===== config.mk =====
export PLATFORM = sky130hd
export DESIGN_NAME = kmeans_assign
export DESIGN_NICKNAME = d
export VERILOG_FILES = /design/src/rtl/kmeans_pkg.sv /design/src/rtl/kmeans_nearest.sv /design/src/rtl/kmeans_assign.sv
export SDC_FILE = /design/constraint.sdc
export NUM_CORES = 2
export LEC_CHECK = 0
export BUFFER_PORTS_ARGS = -buffer_cell sky130_fd_sc_hd__buf_2
export CORE_MARGIN = 2
export CORE_UTILIZATION = 60
export DETAILED_ROUTE_END_ITERATION = 10
export HOLD_SLACK_MARGIN = 0.08
export PLACE_DENSITY_LB_ADDON = 0.3
export SETUP_SLACK_MARGIN = 0.4
export SLEW_MARGIN = 25
export SYNTH_ARGS = -nofsm -noshare
export SYNTH_HDL_FRONTEND = slang
export SYNTH_SLANG_ARGS = --single-unit

===== constraint.sdc =====
create_clock -name Assign_clk -period 24.9 [get_ports Assign_clk]
set_input_delay 7.47 -clock Assign_clk [delete_from_list [all_inputs] [get_ports Assign_clk]]
set_output_delay 7.47 -clock Assign_clk [all_outputs]
set_load 0.005 [all_outputs]

===== src/rtl/kmeans_pkg.sv =====
// kmeans_pkg: shared constants, state encoding and centroid
// pack/unpack helpers for the k-means assign and update stages.
package kmeans_pkg;

  localparam int K       = 4;
  localparam int COORD_W = 10;
  localparam int DIST_W  = 11;
  localparam int IDX_W   = 2;

  localparam logic [1:0] S_IDLE  = 2'd0;
  localparam logic [1:0] S_SCAN  = 2'd1;
  localparam logic [1:0] S_DRAIN = 2'd2;
  localparam logic [1:0] S_DONE  = 2'd3;

  typedef enum logic [1:0] {
    ST_IDLE  = S_IDLE,
    ST_SCAN  = S_SCAN,
    ST_DRAIN = S_DRAIN,
    ST_DONE  = S_DONE
  } state_t;

  typedef logic [COORD_W-1:0]   coord_t;
  typedef logic [DIST_W-1:0]    dist_t;
  typedef logic [K*COORD_W-1:0] cpack_t;

  // Cluster k lives at [COORD_W*k +: COORD_W] of a packed bus
  function automatic int c_lo(input int k);
    return k * COORD_W;
  endfunction

  function automatic coord_t c_get(
    input cpack_t v,
    input int     k
  );
    return v[c_lo(k) +: COORD_W];
  endfunction

  function automatic dist_t absdiff(
    input coord_t a,
    input coord_t b
  );
    return (a >= b) ? dist_t'(a - b)
                    : dist_t'(b - a);
  endfunction

endpackage


===== src/rtl/kmeans_nearest.sv =====
// kmeans_nearest: 4-way Manhattan distance and argmin,
// ties resolved to the lowest cluster index.
module kmeans_nearest
  import kmeans_pkg::*;
(
  input  logic [COORD_W-1:0]   x,
  input  logic [COORD_W-1:0]   y,
  input  logic [K*COORD_W-1:0] cx,
  input  logic [K*COORD_W-1:0] cy,
  output logic [IDX_W-1:0]     idx
);

  dist_t best;
  dist_t d;

  // Strict less-than keeps the earliest index on a tie
  always_comb begin
    idx  = '0;
    best = absdiff(x, c_get(cx, 0))
         + absdiff(y, c_get(cy, 0));
    d    = '0;
    for (int k = 1; k < K; k++) begin
      d = absdiff(x, c_get(cx, k))
        + absdiff(y, c_get(cy, k));
      if (d < best) begin
        best = d;
        idx  = IDX_W'(k);
      end
    end
  end

endmodule


===== src/rtl/kmeans_assign.sv =====
// kmeans_assign: scans the sample bitmap, assigns set pixels to
// the nearest of 4 centroids and accumulates per-cluster sums.
module kmeans_assign
  import kmeans_pkg::*;
#(
  parameter int IMG_W = 640,
  parameter int IMG_H = 480,
  parameter int AW    = 19,
  parameter int SW    = 28
) (
  input  logic                 Assign_clk,
  input  logic                 Assign_rst,
  output logic                 ToBlockRam_clkb,
  output logic [AW-1:0]        ADDRB,
  output logic                 enb,
  input  logic                 doutb,
  input  logic                 start,
  input  logic [K*COORD_W-1:0] CX,
  input  logic [K*COORD_W-1:0] CY,
  output logic                 busy,
  output logic                 done,
  output logic [K*SW-1:0]      SUM_X,
  output logic [K*SW-1:0]      SUM_Y,
  output logic [K*AW-1:0]      CNT
);

  localparam int N = IMG_W * IMG_H;

  state_t             state;
  logic               drain_cnt;
  coord_t             x, y;
  cpack_t             cx_q, cy_q;
  logic               v1;
  coord_t             x1, y1;
  logic               hit2;
  logic [IDX_W-1:0]   k2;
  logic [IDX_W-1:0]   near_idx;
  coord_t             x2, y2;

  assign ToBlockRam_clkb = Assign_clk;

  kmeans_nearest u_nearest (
    .x   (x1),
    .y   (y1),
    .cx  (cx_q),
    .cy  (cy_q),
    .idx (near_idx)
  );

  // S1/S2 pipeline: doutb lines up with the coords issued last cycle
  always_ff @(posedge Assign_clk or posedge Assign_rst) begin
    if (Assign_rst) begin
      v1   <= 1'b0;
      x1   <= '0;
      y1   <= '0;
      hit2 <= 1'b0;
      k2   <= '0;
      x2   <= '0;
      y2   <= '0;
    end else begin
      v1   <= enb;
      x1   <= x;
      y1   <= y;
      hit2 <= v1 & doutb;
      k2   <= near_idx;
      x2   <= x1;
      y2   <= y1;
    end
  end

  always_ff @(posedge Assign_clk or posedge Assign_rst) begin
    if (Assign_rst) begin
      state     <= ST_IDLE;
      drain_cnt <= 1'b0;
      x         <= '0;
      y         <= '0;
      cx_q      <= '0;
      cy_q      <= '0;
      ADDRB     <= '0;
      enb       <= 1'b0;
      busy      <= 1'b0;
      done      <= 1'b0;
      SUM_X     <= '0;
      SUM_Y     <= '0;
      CNT       <= '0;
    end else begin
      unique case (state)
        ST_IDLE: begin
          done <= 1'b0;
          if (start) begin
            cx_q  <= CX;
            cy_q  <= CY;
            SUM_X <= '0;
            SUM_Y <= '0;
            CNT   <= '0;
            ADDRB <= '0;
            x     <= '0;
            y     <= '0;
            busy  <= 1'b1;
            state <= ST_SCAN;
          end
        end
        ST_SCAN: begin
          // First SCAN cycle only raises enb; address 0 issues next
          enb <= 1'b1;
          if (enb) begin
            if (ADDRB == AW'(N - 1)) begin
              enb       <= 1'b0;
              drain_cnt <= 1'b0;
              state     <= ST_DRAIN;
            end else begin
              ADDRB <= ADDRB + AW'(1);
              if (x == COORD_W'(IMG_W - 1)) begin
                x <= '0;
                y <= y + COORD_W'(1);
              end else begin
                x <= x + COORD_W'(1);
              end
            end
          end
        end
        ST_DRAIN: begin
          if (drain_cnt) begin
            busy  <= 1'b0;
            done  <= 1'b1;
            state <= ST_DONE;
          end else begin
            drain_cnt <= 1'b1;
          end
        end
        ST_DONE: begin
          done  <= 1'b0;
          state <= ST_IDLE;
        end
      endcase

      if (hit2) begin
        for (int k = 0; k < K; k++) begin
          if (k2 == IDX_W'(k)) begin
            SUM_X[k*SW +: SW] <= SUM_X[k*SW +: SW] + SW'(x2);
            SUM_Y[k*SW +: SW] <= SUM_Y[k*SW +: SW] + SW'(y2);
            CNT[k*AW +: AW]   <= CNT[k*AW +: AW] + AW'(1);
          end
        end
      end
    end
  end

endmodule


==> impl.org <==
** Route
- Total detailed-routing wirelength :: 101000 um
- Post-route DRC violation count :: 0
- DR vias/cell :: 6.20
- Before antenna repair, the detailed router went through 6 iterations.
- In this run the remaining antenna-violating nets after routing total 0.
- Total via count after detailed routing :: 31100
- In this run, the number of DRC markers left after iteration 0 of detailed routing was 2691.
- Average wire length per cell after detail routing :: 20.2 um

** Synth
- The netlist uses 84 different library cells.
- Post-synthesis area per instance :: 8.70 sq um
- Commonest register cell after synthesis :: sky130_fd_sc_hd__dfrtp_1
- During synthesis, Yosys emitted a total of 0 warnings.
- Syn Std Cell Area :: 33900 sq um
- Net Count, Synth :: 4327
- Sequential elements use 34.6% of the synthesized area.
- Post-Synthesis Cells :: 3899
- Count of flip-flops with a built-in enable after synthesis :: 0
- Of all flip-flops after synthesis, the portion carrying an async set or reset was 100%.
- Synth Register Bits :: 469

** Worst hold path
- Along the worst hold path, the cell count comes to 0.
- Worst hold-check path type :: flip-flop to flip-flop

** Layout
- Filler Cell Count :: 4637
- In the layout the commonest cells are sky130_fd_sc_hd__dfrtp_1 (468), sky130_fd_sc_hd__buf_2 (406), sky130_fd_sc_hd__o21ai_0 (388), sky130_fd_sc_hd__nand2_1 (381), sky130_fd_sc_hd__ha_1 (316).
- In the final layout, flip-flops and latches occupy 11700 sq um.
- Leaving out fill and tap cells, the most frequent cell in the layout is sky130_fd_sc_hd__dfrtp_1.
- After the last flow step, the layout net total stands at 4643.
- Cell area after layout :: 38400 sq um
- Cells with a size suffix above 1 make up 14.5% of the layout.
- Relative to the synthesized area, the layout overhead comes to 13.1%.
- Multi-input gate area :: 20600 sq um

** Worst setup path
- Crit path arrival time :: 12.82 ns
- Timing endpoint of the critical path :: ToBlockRam_clkb
- Maximum fanout count along the critical path :: 2
- Cell count of the worst reg-to-reg path :: 44
- The worst setup path is captured at a primary output.
- Worst Path Required :: 17.43 ns
- Worst reg2reg endpoint :: k2[1]$_DFF_PP0_
- STA classifies the critical path startpoint as a clock port.
- R2R setup slack :: 14.42 ns
- The setup path with the least slack is of type clock port to primary output.
- Tracing the worst setup path back leads to its startpoint at Assign_clk.
- Worst flop-to-flop path startpoint :: x1[7]$_DFF_PP0_

** CTS
- Buffers added to address setup during post-CTS repair amount to 0.
- Clock tree from TritonCTS :: done
- Clock-pin slew was measured on the worst setup and hold paths at 0.06 ns.
- Worst-skew pair later-pin latency :: 0.75 ns
- In this run, post-CTS repair resized a total of 0 instances.
- Hold-fix buffers at CTS :: 0

** Global route
- In the global route stage, met3 resource usage came out at 5.02%.
- Largest net degree at the start of global routing :: 97
- After global routing, the most crowded layer is met2.
- Overflow after GRT :: 0
- The first global-routing pass estimated 159000 um of wire.
- The number of global-route vias before repair is 29100.
- GRT met1 Usage :: 43.6%
- Met2 demand-to-capacity share in global routing :: 56.5%
- Total routing resource utilization after global routing :: 33.9%
- The number of antenna violations at the first check in global routing was 1.

** Die
- The die is 242 um tall.
- The initial utilization of the core area, before any placement, comes to 60.4%.
- Die Footprint :: 58500 sq um
- Num ports :: 407
- Site Rows :: 87
- The core region is 56200 sq um.
- The floorplan step set the die width to 242 um.

** Placed design
- Input and output buffers added on the ports amount to 406.
- After legalization and detailed placement, the total HPWL measured 74700 um.
- Weighted congestion at the end of routability-driven global placement :: 0.952
- After detailed placement, the total cell area comes to 36500 sq um.

** Timing
- The count of pins over their slew limit was 0.
- Between clock sinks in the finished design, the worst skew comes to 0.0305 ns.
- Setup repair after global routing left no endpoint under its margin.
- After routing, the total negative slack on setup checks comes to 0 ns.
- The count of final hold-check violations came to 0.
- Worst slew pin tran :: 1.07 ns
- Worst slew margin :: 28.5%
- Final Setup Violations :: 0

** Run
- Across the run, the number of max-cap violations was 0.

** Run status
- Outcome :: finished clean
cell families (layout without fill, tap and decap cells):
group / after synthesis / in the layout / synth area share (%)
compound gates: 1154 / 1154 / 21.3
xor+xnor: 170 / 170 / 4.43
fa+ha+maj: 347 / 347 / 13.4
buf+inv: 427 / 782 / 4.85
flops: 469 / 469 / 34.6
mux: 147 / 147 / 4.49
other cells: 0 / 1 / 0
simple gates: 1185 / 1185 / 16.9
worst max-delay path, cell delays in order:
cell                        delay [ns]
sky130_fd_sc_hd__clkbuf_16        0.12
sky130_fd_sc_hd__clkbuf_16        0.13
sky130_fd_sc_hd__buf_2            0.12
per-layer routing:
metal / vias up / share of wire (%)
met2: 1125 / 47
met3: 238 / 6.8
met5: - / 0
li1: 14700 / -
met4: 0 / 5.0
met1: 15000 / 41
through the flow:
stage               instances  hold WS (ns)  utilization (%)  setup slack (ns)
finish                   5011         0.408             68.4              4.61
global route             5011         0.424             68.4              4.61
CTS                      5009         0.411             68.3              4.61
detailed placement       4912         0.398             65.0              4.88
global placement         4912         0.389             65.0              4.88
floorplan                3899         0.372                -              4.35
layout make-up:
type / instances / area share (%)
antenna: 1 / 0.00652
clock buffer: 81 / 4.26
clock inverter: 17 / 0.564
inverter: 242 / 2.39
multi-input combinational: 3003 / 53.7
sequential: 469 / 30.6
tap: 756 / 2.46
timing repair buffer: 442 / 6.07
state kept, by name, summed over array words and instances, names as in the netlist, 2 cells and up:
signal / count
ADDRB: 19
CNT: 76
SUM_X: 112
SUM_Y: 112
cx_q: 40
cy_q: 40
k2: 2
state: 2
x: 10
x1: 10
x2: 10
y: 10
y1: 10
y2: 10
synth_stat cells (13+ instances only):
library cell / number / area share [%]
sky130_fd_sc_hd__and3_1: 79 / 1.5
sky130_fd_sc_hd__ha_1: 316 / 12
sky130_fd_sc_hd__o21bai_1: 18 / 0.40
sky130_fd_sc_hd__dfrtp_1: 469 / 35
sky130_fd_sc_hd__a32o_1: 44 / 1.3
sky130_fd_sc_hd__and4_1: 13 / 0.34
sky130_fd_sc_hd__o21a_1: 35 / 0.77
sky130_fd_sc_hd__nor3_1: 33 / 0.49
sky130_fd_sc_hd__a211oi_1: 19 / 0.42
sky130_fd_sc_hd__clkbuf_1: 144 / 1.6
sky130_fd_sc_hd__mux2i_1: 116 / 3.4
sky130_fd_sc_hd__o21ai_0: 388 / 5.7
sky130_fd_sc_hd__xor2_1: 75 / 1.9
sky130_fd_sc_hd__fa_1: 28 / 1.7
sky130_fd_sc_hd__a21o_1: 101 / 2.2
sky130_fd_sc_hd__a31oi_1: 82 / 1.5
sky130_fd_sc_hd__xnor2_1: 94 / 2.4
sky130_fd_sc_hd__nor2_1: 180 / 2.0
sky130_fd_sc_hd__buf_1: 23 / 0.25
sky130_fd_sc_hd__and2_1: 48 / 0.88
sky130_fd_sc_hd__nand4_1: 108 / 2.0
sky130_fd_sc_hd__nor2b_1: 40 / 0.74
sky130_fd_sc_hd__mux2_2: 29 / 0.96
sky130_fd_sc_hd__o21ai_1: 17 / 0.25
sky130_fd_sc_hd__a21oi_1: 235 / 3.5
sky130_fd_sc_hd__a21boi_0: 20 / 0.44
sky130_fd_sc_hd__inv_1: 242 / 2.7
sky130_fd_sc_hd__nand3_1: 237 / 3.5
sky130_fd_sc_hd__nand2b_1: 18 / 0.33
sky130_fd_sc_hd__o211ai_1: 37 / 0.82
sky130_fd_sc_hd__nand2_1: 386 / 4.3
sky130_fd_sc_hd__o31ai_1: 45 / 1.0
worst min-delay path by stage:
stage,start,to
after floorplan,y[9]$_DFFE_PP0P_,y1[9]$_DFF_PP0_
after global placement,y[9]$_DFFE_PP0P_,y1[9]$_DFF_PP0_
after detailed placement,y[9]$_DFFE_PP0P_,y1[9]$_DFF_PP0_
after CTS,y[9]$_DFFE_PP0P_,y1[9]$_DFF_PP0_
after global routing,y[9]$_DFFE_PP0P_,y1[9]$_DFF_PP0_
final,y[9]$_DFFE_PP0P_,y1[9]$_DFF_PP0_
Power is not shown: default switching activity piles up to over one toggle a cycle in this logic, so the estimate is an artifact.
